**config.mk**
```make
export PLATFORM = sky130hd
export DESIGN_NAME = multicycle_ctrl
export DESIGN_NICKNAME = d
export VERILOG_FILES = /design/src/rtl/multicycle_pkg.sv /design/src/rtl/multicycle_ctrl_decode.sv /design/src/rtl/multicycle_ctrl.sv
export SDC_FILE = /design/constraint.sdc
export NUM_CORES = 1
export LEC_CHECK = 0
export ABC_AREA = 0
export CELL_PAD_IN_SITES_DETAIL_PLACEMENT = 1
export CELL_PAD_IN_SITES_GLOBAL_PLACEMENT = 1
export CORE_UTILIZATION = 33
export CTS_CLUSTER_SIZE = 40
export DETAILED_ROUTE_END_ITERATION = 12
export PLACE_DENSITY = 0.84
export SKIP_CTS_REPAIR_TIMING = 1
export SLEW_MARGIN = 10
export SYNTH_ARGS = -nofsm -noshare
export SYNTH_HDL_FRONTEND = slang
export SYNTH_SLANG_ARGS = --single-unit
```
**constraint.sdc**
```tcl
create_clock -name clk -period 4.75 [get_ports clk]
set_input_delay 0.475 -clock clk [delete_from_list [all_inputs] [get_ports clk]]
set_output_delay 0.475 -clock clk [all_outputs]
set_load 0.01 [all_outputs]
```
**src/rtl/multicycle_pkg.sv**
```systemverilog
// multicycle_pkg: opcodes, ALU control codes and FSM states for the multi-cycle controller
package multicycle_pkg;
  localparam logic [3:0] OP_ADDI = 4'h8;
  localparam logic [3:0] OP_LW   = 4'h9;
  localparam logic [3:0] OP_SW   = 4'hA;
  localparam logic [3:0] OP_BEQ  = 4'hB;
  localparam logic [3:0] OP_HALT = 4'hF;
  localparam logic [2:0] ALU_AND = 3'b000;
  localparam logic [2:0] ALU_OR  = 3'b001;
  localparam logic [2:0] ALU_ADD = 3'b010;
  localparam logic [2:0] ALU_NOR = 3'b011;
  localparam logic [2:0] ALU_SUB = 3'b110;
  localparam logic [2:0] ALU_SLT = 3'b111;
  typedef enum logic [2:0] {S_IDLE, S_FETCH, S_DECODE, S_EXEC, S_MEM, S_WB, S_HALTED} state_t;
endpackage

```
**src/rtl/multicycle_ctrl_decode.sv**
```systemverilog
// ctrl_decode: opcode to instruction class plus the EXEC-stage ALU controls
module ctrl_decode
  import multicycle_pkg::*;
(
  input  logic [3:0] i_op,
  output logic       o_rtype,
  output logic       o_addi,
  output logic       o_lw,
  output logic       o_sw,
  output logic       o_beq,
  output logic       o_halt,
  output logic       o_illegal,
  output logic       o_alu_src,
  output logic [2:0] o_alu_ctrl
);
  // R-type opcodes are exactly the ALU codes they request
  assign o_rtype    = !i_op[3] && (i_op[2:0] inside {ALU_AND, ALU_OR, ALU_ADD, ALU_NOR, ALU_SUB, ALU_SLT});
  assign o_addi     = i_op == OP_ADDI;
  assign o_lw       = i_op == OP_LW;
  assign o_sw       = i_op == OP_SW;
  assign o_beq      = i_op == OP_BEQ;
  assign o_halt     = i_op == OP_HALT;
  assign o_illegal  = !(o_rtype || o_addi || o_lw || o_sw || o_beq || o_halt);
  assign o_alu_src  = o_addi || o_lw || o_sw;
  assign o_alu_ctrl = o_rtype ? i_op[2:0] : o_beq ? ALU_SUB : ALU_ADD;
endmodule

```
**src/rtl/multicycle_ctrl.sv**
```systemverilog
// multicycle_ctrl: PC/IR owner sequencing each instruction through FETCH, DECODE, EXEC, MEM and WB
module multicycle_ctrl
  import multicycle_pkg::*;
#(
  parameter int              PC_W   = 5,
  parameter logic [PC_W-1:0] RST_PC = '0
) (
  input  logic            clk,
  input  logic            rst_n,
  input  logic            start,
  input  logic [31:0]     instr,
  input  logic            zero,
  output logic [PC_W-1:0] pc,
  output logic            en_im,
  output logic [15:0]     imm,
  output logic [3:0]      rn1,
  output logic [3:0]      rn2,
  output logic [3:0]      wn,
  output logic            alu_src,
  output logic [2:0]      alu_ctrl,
  output logic            mem_read,
  output logic            mem_write,
  output logic            mem_to_reg,
  output logic            en_rw,
  output logic            busy,
  output logic            halted,
  output logic            illegal
);
  state_t          r_state, w_next;
  logic [PC_W-1:0] r_pc;
  logic [31:0]     r_ir;
  logic            w_rtype, w_addi, w_lw, w_sw, w_beq, w_halt, w_illegal, w_alu_src, w_alu;
  logic [2:0]      w_alu_ctrl;
  ctrl_decode u_dec (
    .i_op      (r_ir[31:28]),
    .o_rtype   (w_rtype),
    .o_addi    (w_addi),
    .o_lw      (w_lw),
    .o_sw      (w_sw),
    .o_beq     (w_beq),
    .o_halt    (w_halt),
    .o_illegal (w_illegal),
    .o_alu_src (w_alu_src),
    .o_alu_ctrl(w_alu_ctrl)
  );
  always_ff @(posedge clk) begin
    if (!rst_n) begin
      r_state <= S_IDLE;
      r_pc    <= RST_PC;
      r_ir    <= '0;
    end else begin
      r_state <= w_next;
      if (r_state == S_FETCH) begin
        r_ir <= instr;
        r_pc <= r_pc + PC_W'(4);
      end else if (r_state == S_EXEC && w_beq && zero)
        r_pc <= r_pc + PC_W'({r_ir[15:0], 2'b00});
    end
  end
  // Outputs depend only on registered state and IR so they are stable at negedge
  always_comb begin
    w_next = r_state;
    case (r_state)
      S_IDLE:   w_next = start ? S_FETCH : S_IDLE;
      S_FETCH:  w_next = S_DECODE;
      S_DECODE: w_next = w_halt ? S_HALTED : w_illegal ? S_FETCH : S_EXEC;
      S_EXEC:   w_next = (w_lw || w_sw) ? S_MEM : (w_rtype || w_addi) ? S_WB : S_FETCH;
      S_MEM:    w_next = w_lw ? S_WB : S_FETCH;
      S_WB:     w_next = S_FETCH;
      default:  w_next = r_state;
    endcase
    w_alu      = r_state inside {S_EXEC, S_MEM, S_WB};
    en_im      = r_state == S_FETCH;
    alu_src    = w_alu && w_alu_src;
    alu_ctrl   = w_alu ? w_alu_ctrl : 3'b000;
    mem_read   = w_lw && (r_state inside {S_MEM, S_WB});
    mem_write  = w_sw && r_state == S_MEM;
    en_rw      = r_state == S_WB;
    mem_to_reg = en_rw && !w_lw;
    busy       = !(r_state inside {S_IDLE, S_HALTED});
    halted     = r_state == S_HALTED;
    illegal    = r_state == S_DECODE && w_illegal;
  end
  assign pc  = r_pc;
  assign imm = r_ir[15:0];
  assign rn1 = r_ir[27:24];
  assign rn2 = r_ir[23:20];
  assign wn  = r_ir[19:16];
endmodule

```
==> results of run 1 <==
cell families (layout without fill, tap and decap cells):
family,after synthesis,after routing,share of synthesized area
AND/OR/NAND/NOR,99,99,0.230
adder cells (fa/ha/maj),2,2,0.0162
AO/OA/AOI/OAI,50,50,0.188
multiplexers,3,3,0.0150
flip-flops,38,38,0.379
other,1,2,0.00187
buffers and inverters,51,92,0.171
metrics by stage:
stage,hold slack [ns],instances,util,worst slack [ns]
2_1_floorplan,0.435,245,-,2.73
3_3_place_gp,0.445,353,0.439,2.14
3_5_place_dp,0.445,353,0.439,2.03
4_1_cts,0.455,361,0.463,1.91
5_1_grt,0.479,361,0.463,1.79
6_report,0.453,361,0.463,1.93
flip-flops by register name, indices dropped and copies added (netlist names):
| name | count |
|---|---|
| r_ir | 32 |
| r_state | 3 |
| pc | 3 |
metal layers:
metal  vias to the layer above  global-route usage  share of wire
met3                         5              0.0480          0.053
met1                       786               0.185           0.43
met2                        41               0.252           0.49
met4                         0              0.0643          0.017
met5                         -                   0              0
li1                        849                   -              -
cells in the mapped netlist, drive strengths merged (2+ instances only):
library cell  instances  share of area
clkbuf               11          0.021
nand2                68           0.13
nand2b                3         0.0093
and4b                 2          0.010
o21ai                 4          0.012
buf                  35           0.13
dfxtp                38           0.38
nor3b                 2         0.0075
and3                  2         0.0062
inv                   4         0.0075
a21boi               33           0.13
mux2i                 3          0.015
o21a                  2         0.0075
and2                  3         0.0093
nor2                  4         0.0075
a21oi                 4          0.010
nor3                  3         0.0075
nor2b                 5          0.016
nor4bb                2          0.010
critical path, delay by kind of cell (launching register included):
| kind | cells | cell delay [ns] |
|---|---|---|
| buffers and inverters | 2 | 0.84 |
| and+or+nand+nor | 1 | 0.69 |
| DFF | 1 | 0.52 |
final cells by class:
cell class,count,area [um^2],share of cell area
flip-flops and latches,38,761,0.279
repair buffers,79,788,0.289
clock inverters,2,60.1,0.0220
well taps,75,93.8,0.0344
multi-input cells,156,908,0.333
clock buffers,6,82.6,0.0303
inverters,5,31.3,0.0115
report_power, final:
part / switching [mW] / total (mW) / internal, mW
logic: 0.0980 / 0.209 / 0.111
registers: 0.0271 / 0.375 / 0.348
clock network: 0.116 / 0.340 / 0.224
path summary, 6_finish.rpt:
| path | end | slack (ns) | cells past startpoint |
|---|---|---|---|
| min reg2reg | r_ir[4] | 0.45 | 2 |
| max reg2reg | pc[4] | 2.03 | 8 |
| min | r_ir[4] | 0.45 | 2 |
| max | en_im | 1.93 | 3 |
==> results.yml, run 1 <==
critical_path:
  worst-path-max-fanout: 36
  critPathLaunch: "r_state[0]"
  critPathRequiredTime_ns: 4.28
  cp-start-kind: "flop"
  crit_path_end_kind: "primary output"
  critical_path.slowest_cell: "or3b_1"
  arrival_ns: 2.35
  worst_r2r_startpoint: "r_state[2]"
  critical-path-max-stage-delay_ns: 0.69
  worst-setup-path-type: "reg -> out"
  critical_path.cell_chain: "or3b_1, clkinv_8, clkdlybuf4s50_1"
hold_path:
  holdCritPathClass: "reg -> reg"
  worstHoldStart: "r_ir[4]"
detailed_routing:
  dr.pass1.iters: 4
  route.detailed.wl_per_inst_um: 12.7
  drt_iter0_markers: 81
  drc: 0
  ant_nets: 0
  via_total_after_detailed_routing: 1681
  drt-vias-per-instance: 4.66
  finalWirelength_um: 4580
outcome:
  run_status: "finished clean"
synthesis:
  syn-cell-area_um2: 2010
  dominantRegCellSynth: "dfxtp_1"
  postSynthRegisterBits: 38
  synthArstFlopShare: 0
  post_synth_inst_count: 244
  syn-mean-instance-area_um2: 8.23
  ys_types: 39
  synth-edff-count: 0
  ys_seq_area_frac: 0.379
  ys.warnings.count: 0
sta:
  totalNegativeSetupSlack_ns: 0
  max_freq_mhz: 355
  rsz0062_at_grt: "no"
  worst_clock_skew_ns: 0.00626
  timing_hold_violations_final: 0
  timing.final.setup_violations: 0
  finalCritPeriodShare: 0.594
  finalWorstPathRequiredPeriod_ns: 2.82
  worst-slew-pin-transition_ns: 1.14
  max_slew_margin: 0.240
  max_slew_violations: 0
cells_and_area:
  fillerInstances: 707
  layout-area-overhead-vs-synth_pct: 35.7
  leading_cell_type_in_the_layout_fill_and_taps_excluded: "clkdlybuf4s50_1"
  nets: 323
  layout_common_cells: "clkdlybuf4s50_1, nand2_1, dfxtp_1"
  drive_gt1_frac: 0.0455
  finish.instance_area_um2: 2730
  antennaDiodeCount: 0
global_route:
  grt-ovfl-total: 0
  number_of_global_route_vias_before_repair: 1621
  grt_first_pass_wirelength_um: 7500
  grt_start_max_net_pins: 41
  groute.usage.overall: 0.154
  initial_antenna_violation_count: 0
floorplanning:
  die-width_um: 80.0
  initial_core_util: 0.341
  die_area_um2: 6400
  placementRows: 28
  design.core.area_um2: 5890
  die_height_um: 80.0
  top_level_ports: 81
clock_network:
  clock-sinks: 38
  number_of_buffers_added_by_the_clock_tree_synthesis_step: 5
  clock_tree_from_tritoncts: "yes"
  root_buffer: "clkbuf_8"
  cts-root-to-sink-buffers: 2
  clkLatencyLatePin_ns: 0.29
  htree_num_levels: 2
  clkSlewWorstSetupHoldPaths_ns: 0.08
power:
  ir_drop_uv: 175
  power-per-cell-area_nw_per_um2: 339
  report.power.total_uw: 924
  power.static_leakage_nw: 0.992
place:
  place_congestion: 0.802
  place_area_um2: 2580
  post-dp-hpwl_um: 3310
  placement.io_buffers: 78
flow_run:
  maxCapViolations: 0
Power figures use the tool's default switching activity.
==> run 2: changes to the inputs <==
CORE_UTILIZATION = 31   (was 33)
PLACE_DENSITY = 0.8   (was 0.84)
clock period = 2.8 ns   (was 4.75 ns; I/O delays follow)
==> run 2 against run 1 <==
  * Sequential power increased by 70%
  * Clock skew decreased by 0.0029 ns
  * Routed wire length increased by 6.8%
  * Via count decreased by 0.36%
  * Register-to-register slack got worse by 1.4 ns
  * Utilization decreased by 2.1 points
  * Worst hold slack improved by 0.0032 ns
  * Clock power increased by 16%
  * Design area decreased by 1.2%
  * Sequential share of layout area increased by 0.34 points
  * First-iteration DRC count increased by 27%
  * Combinational power increased by 74%
  * Highest routed layer unchanged
==> results.yml, run 2 (synthesis gave the netlist of run 1 again) <==
detailed_routing:
  dr.pass1.iters: 4
  drt-vias-per-instance: 4.61
  ant_nets: 0
  via_total_after_detailed_routing: 1675
  drc: 0
  drt_iter0_markers: 103
  finalWirelength_um: 4900
  route.detailed.wl_per_inst_um: 13.5
critical_path:
  arrival_ns: 2.14
  critical-path-max-stage-delay_ns: 0.56
  worst-path-max-fanout: 36
  critical_path.slowest_cell: "clkdlybuf4s50_1"
  worst-setup-path-type: "reg -> out"
  critPathRequiredTime_ns: 2.52
  cp-start-kind: "flop"
  critPathLaunch: "r_state[0]"
  worst_r2r_startpoint: "r_state[2]"
  crit_path_end_kind: "primary output"
  critical_path.cell_chain: "or3b_1, buf_4, clkinv_8, clkdlybuf4s50_1"
power:
  total_internal_power_uw: 981
  combinationalPowerShare: 0.261
  reported_net_switching_power_uw: 413
  swShare: 0.297
  ir_drop_uv: 263
  sequential_fraction_of_design_power: 0.456
  power.static_leakage_nw: 0.977
  power-per-cell-area_nw_per_um2: 518
  share_clk_of_total_power: 0.283
global_route:
  grt.met2_usage: 0.256
  grt_use_met1: 0.176
  grt_start_max_net_pins: 37
  globalRoute.busiestLayer: "met2"
  met3_track_demand_over_resource_in_global_routing: 0.0527
  grt-ovfl-total: 0
  number_of_global_route_vias_before_repair: 1640
  initial_antenna_violation_count: 0
  groute.usage.overall: 0.150
  grt_first_pass_wirelength_um: 7790
cells_and_area:
  fillerInstances: 749
  drive_gt1_frac: 0.0521
  nets: 325
  finish.instance_area_um2: 2690
  leading_cell_type_in_the_layout_fill_and_taps_excluded: "clkdlybuf4s50_1"
  antennaDiodeCount: 0
  largest_register_ff_count: 32
  max_flop_register: "r_ir"
  layout-area-overhead-vs-synth_pct: 34.1
  final_util: 0.442
  layout_common_cells: "clkdlybuf4s50_1, nand2_1, dfxtp_1"
floorplanning:
  top_level_ports: 81
  die-width_um: 82.5
  initial_core_util: 0.329
  design.core.area_um2: 6100
  die_height_um: 82.5
  placementRows: 28
  die_area_um2: 6800
place:
  placement.io_buffers: 78
  place_congestion: 0.769
  post-dp-hpwl_um: 3440
  place_area_um2: 2600
  placement.setup.worst_slack_ns: 0.648
sta:
  totalNegativeSetupSlack_ns: 0
  worst_clock_skew_ns: 0.00333
  rsz0062_at_grt: "no"
  timing_hold_violations_final: 0
  post-route-worst-setup-slack_ns: 0.378
  hold-worst-slack_ns: 0.457
  worst-slew-pin-transition_ns: 0.790
  finalWorstPathRequiredPeriod_ns: 2.42
  max_slew_margin: 0.472
  finalCritPeriodShare: 0.865
  timing.final.setup_violations: 0
  max_slew_violations: 0
  max_freq_mhz: 413
clock_network:
  cts-root-to-sink-buffers: 2
  number_of_buffers_added_by_the_clock_tree_synthesis_step: 5
  clock_tree_from_tritoncts: "yes"
  clkSlewWorstSetupHoldPaths_ns: 0.08
  root_buffer: "clkbuf_8"
  htree_num_levels: 2
  clkLatencyLatePin_ns: 0.29
  clock-sinks: 38
flow_run:
  maxCapViolations: 0
hold_path:
  worstHoldStart: "r_ir[22]"
  holdCritPathClass: "reg -> reg"
outcome:
  run_status: "finished clean"
==> run 2: changes by cell type in the layout (fill, tap and decap cells not counted), sizes merged <==
cell      before  now
bufinv         2    0
clkinvlp       0    1
clkinv         1    2
buf            1    3
==> run 2: worst max-delay path: cells and delay by family, from the launching register on <==
family	cells	cell delay (ns)
buffers and inverters	3	0.94
flip-flops	1	0.52
AND/OR/NAND/NOR	1	0.40
==> run 2: power by group through the flow <==
stage | registers [mW] | clock network [mW] | logic, mW
6_report | 0.636 | 0.395 | 0.363
5_1_grt | 0.645 | 0.439 | 0.401
4_1_cts | 0.637 | 0.411 | 0.371
3_5_place_dp | 0.648 | 0 | 0.367
3_3_place_gp | 0.646 | 0 | 0.360
2_1_floorplan | 0.626 | 0 | 0.261
==> run 2: worst paths after layout <==
| check | depth (start not counted) | endpoint | slack (ns) |
|---|---|---|---|
| worst max register to register | 8 | pc[4] | 0.63 |
| worst min-delay path | 2 | r_ir[22] | 0.46 |
| worst max-delay path | 4 | en_im | 0.38 |
| worst min register to register | 2 | r_ir[22] | 0.46 |
==> run 2: final cells by class <==
| cell class | count | area, um^2 | area share |
|---|---|---|---|
| clock inverters | 2 | 12.5 | 0.00465 |
| repair buffers | 81 | 803 | 0.298 |
| well taps | 75 | 93.8 | 0.0349 |
| multi-input cells | 156 | 908 | 0.337 |
| clock buffers | 6 | 82.6 | 0.0307 |
| flip-flops and latches | 38 | 761 | 0.283 |
| inverters | 5 | 31.3 | 0.0116 |
==> run 2: metal layers <==
metal / wire length (um) / up-vias
li1: - / 851
met4: 34 / 0
met3: 361 / 4
met1: 2120 / 777
met2: 2390 / 43
met5: 0 / -
==> run 2: per-stage QoR <==
| stage | power [mW] | instances |
|---|---|---|
| 6_report | 1.39 | 363 |
| 5_1_grt | 1.49 | 363 |
| 4_1_cts | 1.42 | 363 |
| 3_5_place_dp | 1.02 | 355 |
| 3_3_place_gp | 1.01 | 355 |
| 2_1_floorplan | 0.887 | 245 |
